--- src/rtl/apb_spi_req_arbiter_if.sv ---
`default_nettype none
// ============================================================================
// Module   : apb_spi_req_arbiter_if
// Brief    : Requester-side and APB/SPI-side signal bundle for the arbiter.
// Revision : 1.0 - initial release
// ============================================================================
interface apb_spi_req_arbiter_if #(
    parameter int NUM_REQ = 4
);
    logic [NUM_REQ-1:0]   req;
    logic [8*NUM_REQ-1:0] req_data;
    logic [8*NUM_REQ-1:0] req_addr;
    logic [NUM_REQ-1:0]   gnt;
    logic [NUM_REQ-1:0]   done;
    logic                 err;
    logic [7:0]           rsp_data;
    logic [7:0]           out_data;
    logic [7:0]           out_addr;
    logic                 out_valid;
    logic                 pready;
    logic [7:0]           read_data;
    logic                 busy;

    modport slave (
        input  req, req_data, req_addr, pready, read_data,
        output gnt, done, err, rsp_data, out_data, out_addr, out_valid, busy
    );

    modport master (
        output req, req_data, req_addr, pready, read_data,
        input  gnt, done, err, rsp_data, out_data, out_addr, out_valid, busy
    );
endinterface
`default_nettype wire

--- src/rtl/apb_spi_req_arbiter.sv ---
`default_nettype none
// ============================================================================
// Module   : apb_spi_req_arbiter
// Brief    : Round-robin sequencer sharing one APB/SPI path among NUM_REQ users.
// Revision : 1.0 - initial release
// ============================================================================
module apb_spi_req_arbiter #(
    parameter int NUM_REQ = 4,
    parameter int TIMEOUT = 16
) (
    input  wire logic            clk,
    input  wire logic            rst,
    apb_spi_req_arbiter_if.slave bus
);
    localparam int IDX_W = (NUM_REQ > 1) ? $clog2(NUM_REQ) : 1;
    localparam int CNT_W = $clog2(TIMEOUT);

    localparam logic [1:0] S_IDLE  = 2'd0;
    localparam logic [1:0] S_ISSUE = 2'd1;
    localparam logic [1:0] S_WAIT  = 2'd2;

    localparam logic [CNT_W-1:0] C_TMO_LAST = CNT_W'(TIMEOUT - 1);
    localparam logic [IDX_W-1:0] C_LAST_IDX = IDX_W'(NUM_REQ - 1);

    logic [1:0]         r_state;
    logic [IDX_W-1:0]   r_ptr;
    logic [IDX_W-1:0]   r_idx;
    logic [CNT_W-1:0]   r_cnt;
    logic [NUM_REQ-1:0] r_gnt;
    logic [NUM_REQ-1:0] r_done;
    logic               r_err;
    logic [7:0]         r_rsp;
    logic [7:0]         r_out_data;
    logic [7:0]         r_out_addr;

    logic [IDX_W-1:0]   w_sel;
    logic               w_any;
    logic [NUM_REQ-1:0] w_gnt_sel;
    logic [IDX_W-1:0]   w_ptr_next;
    int                 w_dist;
    int                 w_best;

    // Pick the set request closest above the pointer, measured with wrap-around.
    always_comb begin
        w_sel  = '0;
        w_any  = 1'b0;
        w_dist = 0;
        w_best = 0;
        for (int j = 0; j < NUM_REQ; j++) begin
            if (bus.req[j]) begin
                w_dist = (j >= int'(r_ptr)) ? (j - int'(r_ptr)) : (j + NUM_REQ - int'(r_ptr));
                if (!w_any || (w_dist < w_best)) begin
                    w_best = w_dist;
                    w_sel  = IDX_W'(j);
                    w_any  = 1'b1;
                end
            end
        end
    end

    assign w_gnt_sel  = NUM_REQ'(1) << w_sel;
    assign w_ptr_next = (r_idx == C_LAST_IDX) ? '0 : r_idx + 1'b1;

    always_ff @(posedge clk) begin
        if (!rst) begin
            r_state    <= S_IDLE;
            r_ptr      <= '0;
            r_idx      <= '0;
            r_cnt      <= '0;
            r_gnt      <= '0;
            r_done     <= '0;
            r_err      <= 1'b0;
            r_rsp      <= '0;
            r_out_data <= '0;
            r_out_addr <= '0;
        end else begin
            r_done <= '0;
            r_err  <= 1'b0;
            case (r_state)
                S_IDLE: begin
                    if (w_any) begin
                        r_idx      <= w_sel;
                        r_gnt      <= w_gnt_sel;
                        r_out_data <= bus.req_data[{w_sel, 3'b000} +: 8];
                        r_out_addr <= bus.req_addr[{w_sel, 3'b000} +: 8];
                        r_state    <= S_ISSUE;
                    end else begin
                        r_gnt <= '0;
                    end
                end
                S_ISSUE: begin
                    r_cnt   <= '0;
                    r_state <= S_WAIT;
                end
                S_WAIT: begin
                    // A ready arriving on the last allowed cycle still completes cleanly.
                    if (bus.pready) begin
                        if (!r_out_addr[7]) begin
                            r_rsp <= bus.read_data;
                        end
                        r_done  <= r_gnt;
                        r_gnt   <= '0;
                        r_ptr   <= w_ptr_next;
                        r_state <= S_IDLE;
                    end else if (r_cnt == C_TMO_LAST) begin
                        r_done  <= r_gnt;
                        r_err   <= 1'b1;
                        r_gnt   <= '0;
                        r_ptr   <= w_ptr_next;
                        r_state <= S_IDLE;
                    end else begin
                        r_cnt <= r_cnt + 1'b1;
                    end
                end
                default: begin
                    r_state <= S_IDLE;
                end
            endcase
        end
    end

    assign bus.gnt       = r_gnt;
    assign bus.done      = r_done;
    assign bus.err       = r_err;
    assign bus.rsp_data  = r_rsp;
    assign bus.out_data  = r_out_data;
    assign bus.out_addr  = r_out_addr;
    assign bus.out_valid = (r_state == S_ISSUE);
    assign bus.busy      = (r_state == S_ISSUE) || (r_state == S_WAIT);
endmodule
`default_nettype wire
--- src/flat_wrapper.sv ---
// flat-port wrapper written by rule: the top's interface ports become plain ports
module apb_spi_req_arbiter_flat 
#(
    parameter int NUM_REQ = 4,
    parameter int TIMEOUT = 16
)
  (clk, rst, bus_req, bus_req_data, bus_req_addr, bus_pready, bus_read_data, bus_gnt, bus_done, bus_err, bus_rsp_data, bus_out_data, bus_out_addr, bus_out_valid, bus_busy);
  apb_spi_req_arbiter_if #(.NUM_REQ(NUM_REQ)) bus_i ();
  input  wire logic clk;
  input  wire logic rst;
  input wire logic [$bits(bus_i.req)-1:0] bus_req;
  input wire logic [$bits(bus_i.req_data)-1:0] bus_req_data;
  input wire logic [$bits(bus_i.req_addr)-1:0] bus_req_addr;
  input wire logic [$bits(bus_i.pready)-1:0] bus_pready;
  input wire logic [$bits(bus_i.read_data)-1:0] bus_read_data;
  output wire logic [$bits(bus_i.gnt)-1:0] bus_gnt;
  output wire logic [$bits(bus_i.done)-1:0] bus_done;
  output wire logic [$bits(bus_i.err)-1:0] bus_err;
  output wire logic [$bits(bus_i.rsp_data)-1:0] bus_rsp_data;
  output wire logic [$bits(bus_i.out_data)-1:0] bus_out_data;
  output wire logic [$bits(bus_i.out_addr)-1:0] bus_out_addr;
  output wire logic [$bits(bus_i.out_valid)-1:0] bus_out_valid;
  output wire logic [$bits(bus_i.busy)-1:0] bus_busy;
  assign bus_i.req = bus_req;
  assign bus_i.req_data = bus_req_data;
  assign bus_i.req_addr = bus_req_addr;
  assign bus_i.pready = bus_pready;
  assign bus_i.read_data = bus_read_data;
  assign bus_gnt = bus_i.gnt;
  assign bus_done = bus_i.done;
  assign bus_err = bus_i.err;
  assign bus_rsp_data = bus_i.rsp_data;
  assign bus_out_data = bus_i.out_data;
  assign bus_out_addr = bus_i.out_addr;
  assign bus_out_valid = bus_i.out_valid;
  assign bus_busy = bus_i.busy;
  apb_spi_req_arbiter #(.NUM_REQ(NUM_REQ), .TIMEOUT(TIMEOUT)) u_core (.clk(clk), .rst(rst), .bus(bus_i));
endmodule
--- config.mk ---
export PLATFORM = sky130hd
export DESIGN_NAME = apb_spi_req_arbiter_flat
export DESIGN_NICKNAME = d
export VERILOG_FILES = /design/src/rtl/apb_spi_req_arbiter_if.sv /design/src/rtl/apb_spi_req_arbiter.sv /design/src/flat_wrapper.sv
export SDC_FILE = /design/constraint.sdc
export NUM_CORES = 1
export LEC_CHECK = 0
export ABC_AREA = 1
export ABC_CLOCK_PERIOD_IN_PS = 3900
export CORE_MARGIN = 1.5
export CORE_UTILIZATION = 43
export DETAILED_ROUTE_END_ITERATION = 10
export PLACE_DENSITY = 0.82
export SYNTH_ARGS = -nofsm -noshare
export SYNTH_HDL_FRONTEND = slang
export SYNTH_SLANG_ARGS = --single-unit
--- constraint.sdc ---
create_clock -name clk -period 3.9 [get_ports clk]
set_input_delay 0.39 -clock clk [delete_from_list [all_inputs] [get_ports clk]]
set_output_delay 0.39 -clock clk [all_outputs]
set_load 0.02 [all_outputs]
==> metrics <==
CP bufs+invs=4; status=completed; VDD IR max=207 uV; R2R Setup Slk=around 380 ps; Critical Path Start Type=register; Pleak=between 1.5 and 2 nW; number of synthesized flops with an enable pin=0; PwrDens=between 300 and 400 nW/um2; crit path kind=register to register; RSZ-0062 raised after global routing=no; # rows=28; number of synthesized register bits=43; max frequency=284 MHz; final worst path period need=around 3500 ps; area leader, netlist=dfxtp_1; TNS Setup=0 ps; DRC errors left=0; Max Cap Viol=0; drt pass-1 iters=5; final hold vios=0; Finished Core Util=0.667; max-slew violation count=0; Setup Viol. Count Final=0; Yosys top cell area share=0.330; Clock Path Buffers=2; CP max-delay cell=dfxtp_2; Post-layout nets=~620; most frequent CP cell=nand2_1; gpl congestion=around 0.95; Critical Path RT=4090 ps; Synth async-reset ratio=0; max incr delay on CP=between 300 and 400 ps; CP endpoint kind=register; vias in the first global route=2845; root buffer cell=clkbuf_8; Switching Fraction=0.377; Post-DRT Antenna Nets=0; register area share after synthesis=0.330; Area growth syn-to-layout=50.7%; Synthesized Nets=~510; Clk pin slew, worst setup/hold paths=about 90 ps; Data arrival, critical path=about 3700 ps; # port buffers=around 110; CP top delay family=simple AND/OR/NAND/NOR gates; worst r2r path cells=28; NetSw=between 0.5 and 0.6 mW; Stages on worst setup path=28; number of vias per cell=between 4 and 5; Post-synth top cells=nand2_1 (90), inv_1 (68), nor2_1 (64), nand3_1 (49), dfxtp_1 (43); first-pass GRT wire length=12300 um; CTS Buf Count=5; total grt overflow=0; WHS=around 470 ps; share of cells above drive strength 1=0.0561; Slew HR=0.460; # diodes=0; HPWL Detailed=around 5700 um; DRT iter0 DRCs=approximately 170; Cell variety after synth=24; Max FO, Critical Path=18; critical path endpoint=u_core.bus.out_data[0]; starting density of the core=0.443; gr usage total=0.237; largest cells by area after synthesis=dfxtp_1 (33%), nand2_1 (13%), inv_1 (9.8%); clk_skew=5.73 ps; Clk pwr share=0.194; TritonCTS Sinks=43; H-tree depth=2; Hold Crit Class=register to register; Avg Cell Area, Syn=about 6.2 um2; CTS tree=yes; final wirelength=7630 um; Yosys warning total=0; Setup crit start=u_core.r_ptr[0]; core area=around 5900 um2; Mapped Area=between 2000 and 3000 um2; DR WL/cell=about 13 um; via count=a little over 3000; Clock Latency Late Sink=290 ps; RR Startpoint=u_core.r_ptr[0]; Pint=0.906 mW; # IOs=roughly 110; Post-CTS Repair Setup Buffers=0; ys flop type=dfxtp_1; Final Cycle Share=0.903; Seq pwr share=0.366; combinational fraction of design power=0.440; initial antenna violation count=0; DIE AREA=6530 um2; chip width=80.8 um; largest net degree at the start of global routing=37; worst-margin pin slew=804 ps; R2R Path End=u_core.bus.out_data[0]; most frequently used cell type in the post-synthesis netlist=nand2_1; Syn Inst Count=423; Die Y=80.8 um
==> what timing repair did <==
item	CTS	global route
gates resized for setup	0	6
setup endpoints to repair	0	19
hold buffers	0	0
==> sequential cells by signal, indices dropped and copies added (netlist names) <==
name,cells
u_core.bus.done,4
u_core.r_idx,2
u_core.bus.gnt,4
u_core.bus.out_data,8
u_core.r_cnt,4
u_core.r_state,2
u_core.bus.out_addr,8
u_core.bus.rsp_data,8
u_core.bus.err,1
u_core.r_ptr,2
==> worst min-delay path by stage <==
stage	from	to	slack [ps]	cells after the start
global placement	u_core.r_cnt[0]	u_core.r_cnt[0]	450	1
CTS	u_core.r_cnt[0]	u_core.r_cnt[0]	470	1
global route	u_core.bus.gnt[1]	u_core.bus.done[1]	500	2
finish	u_core.bus.gnt[1]	u_core.bus.done[1]	470	2
floorplan	u_core.r_cnt[0]	u_core.r_cnt[0]	430	1
detailed placement	u_core.r_cnt[0]	u_core.r_cnt[0]	460	1
==> cell families after synthesis <==
kind of cell	count (synthesis)	synth area share
buffers and inverters	90	0.139
adder cells (fa/ha/maj)	11	0.0528
AND/OR/NAND/NOR	232	0.386
flip-flops	43	0.330
AO/OA/AOI/OAI	47	0.0917
==> per-stage QoR <==
step                instances  cell area (um2)  power, mW  setup WS, ps
global route              610             3930       1.56          26.7
CTS                       609             3880       1.44           197
global placement          601             3790       1.15           337
detailed placement        601             3790       1.16           176
floorplan                 423             2610      0.907           446
finish                    610             3930       1.45           377
==> worst min-delay path, delay by kind of cell, from the launching register on <==
family / cells / cell delay (ps)
simple gates: 2 / 110
flops: 1 / 330
==> placed cells by master, fill, tap and decap left out, drive strengths merged <==
| cell type | n |
|---|---|
| a21oi | 15 |
| ha | 11 |
| dfxtp | 43 |
| nor3 | 4 |
| inv | 71 |
| clkdlybuf4s50 | 113 |
| nor2 | 66 |
| nor3b | 1 |
| clkbuf | 6 |
| and3 | 1 |
| clkinv | 3 |
| nand2 | 97 |
| o21ai | 30 |
| o211ai | 1 |
| clkinvlp | 1 |
| o22ai | 1 |
| buf | 7 |
| nand3 | 49 |
| or2 | 1 |
| nand4 | 14 |
==> power groups by stage <==
stage | clock (mW) | sequential, mW | combinational (mW)
floorplan | 0 | 0.590 | 0.317
finish | 0.282 | 0.532 | 0.640
detailed placement | 0 | 0.541 | 0.620
global placement | 0 | 0.539 | 0.608
CTS | 0.286 | 0.531 | 0.623
global route | 0.307 | 0.539 | 0.714
==> area by class of cell <==
| type | count | area, um2 |
|---|---|---|
| clock buffer | 6 | 72.6 |
| clock inverter | 2 | 12.5 |
| fill | 542 | 1960 |
| inverter | 73 | 274 |
| multi-input combinational | 291 | 1430 |
| sequential | 43 | 863 |
| tap | 75 | 93.8 |
| timing repair buffer | 120 | 1180 |
==> routing by layer <==
| metal | up-vias | routed length, um | track usage |
|---|---|---|---|
| li1 | 1550 | - | - |
| met1 | 1367 | 3220 | 0.288 |
| met2 | 116 | 3870 | 0.420 |
| met3 | 6 | 473 | 0.0461 |
| met4 | 0 | 68 | 0.0724 |
| met5 | - | 0 | 0 |
(Power assumes the default switching activity.)
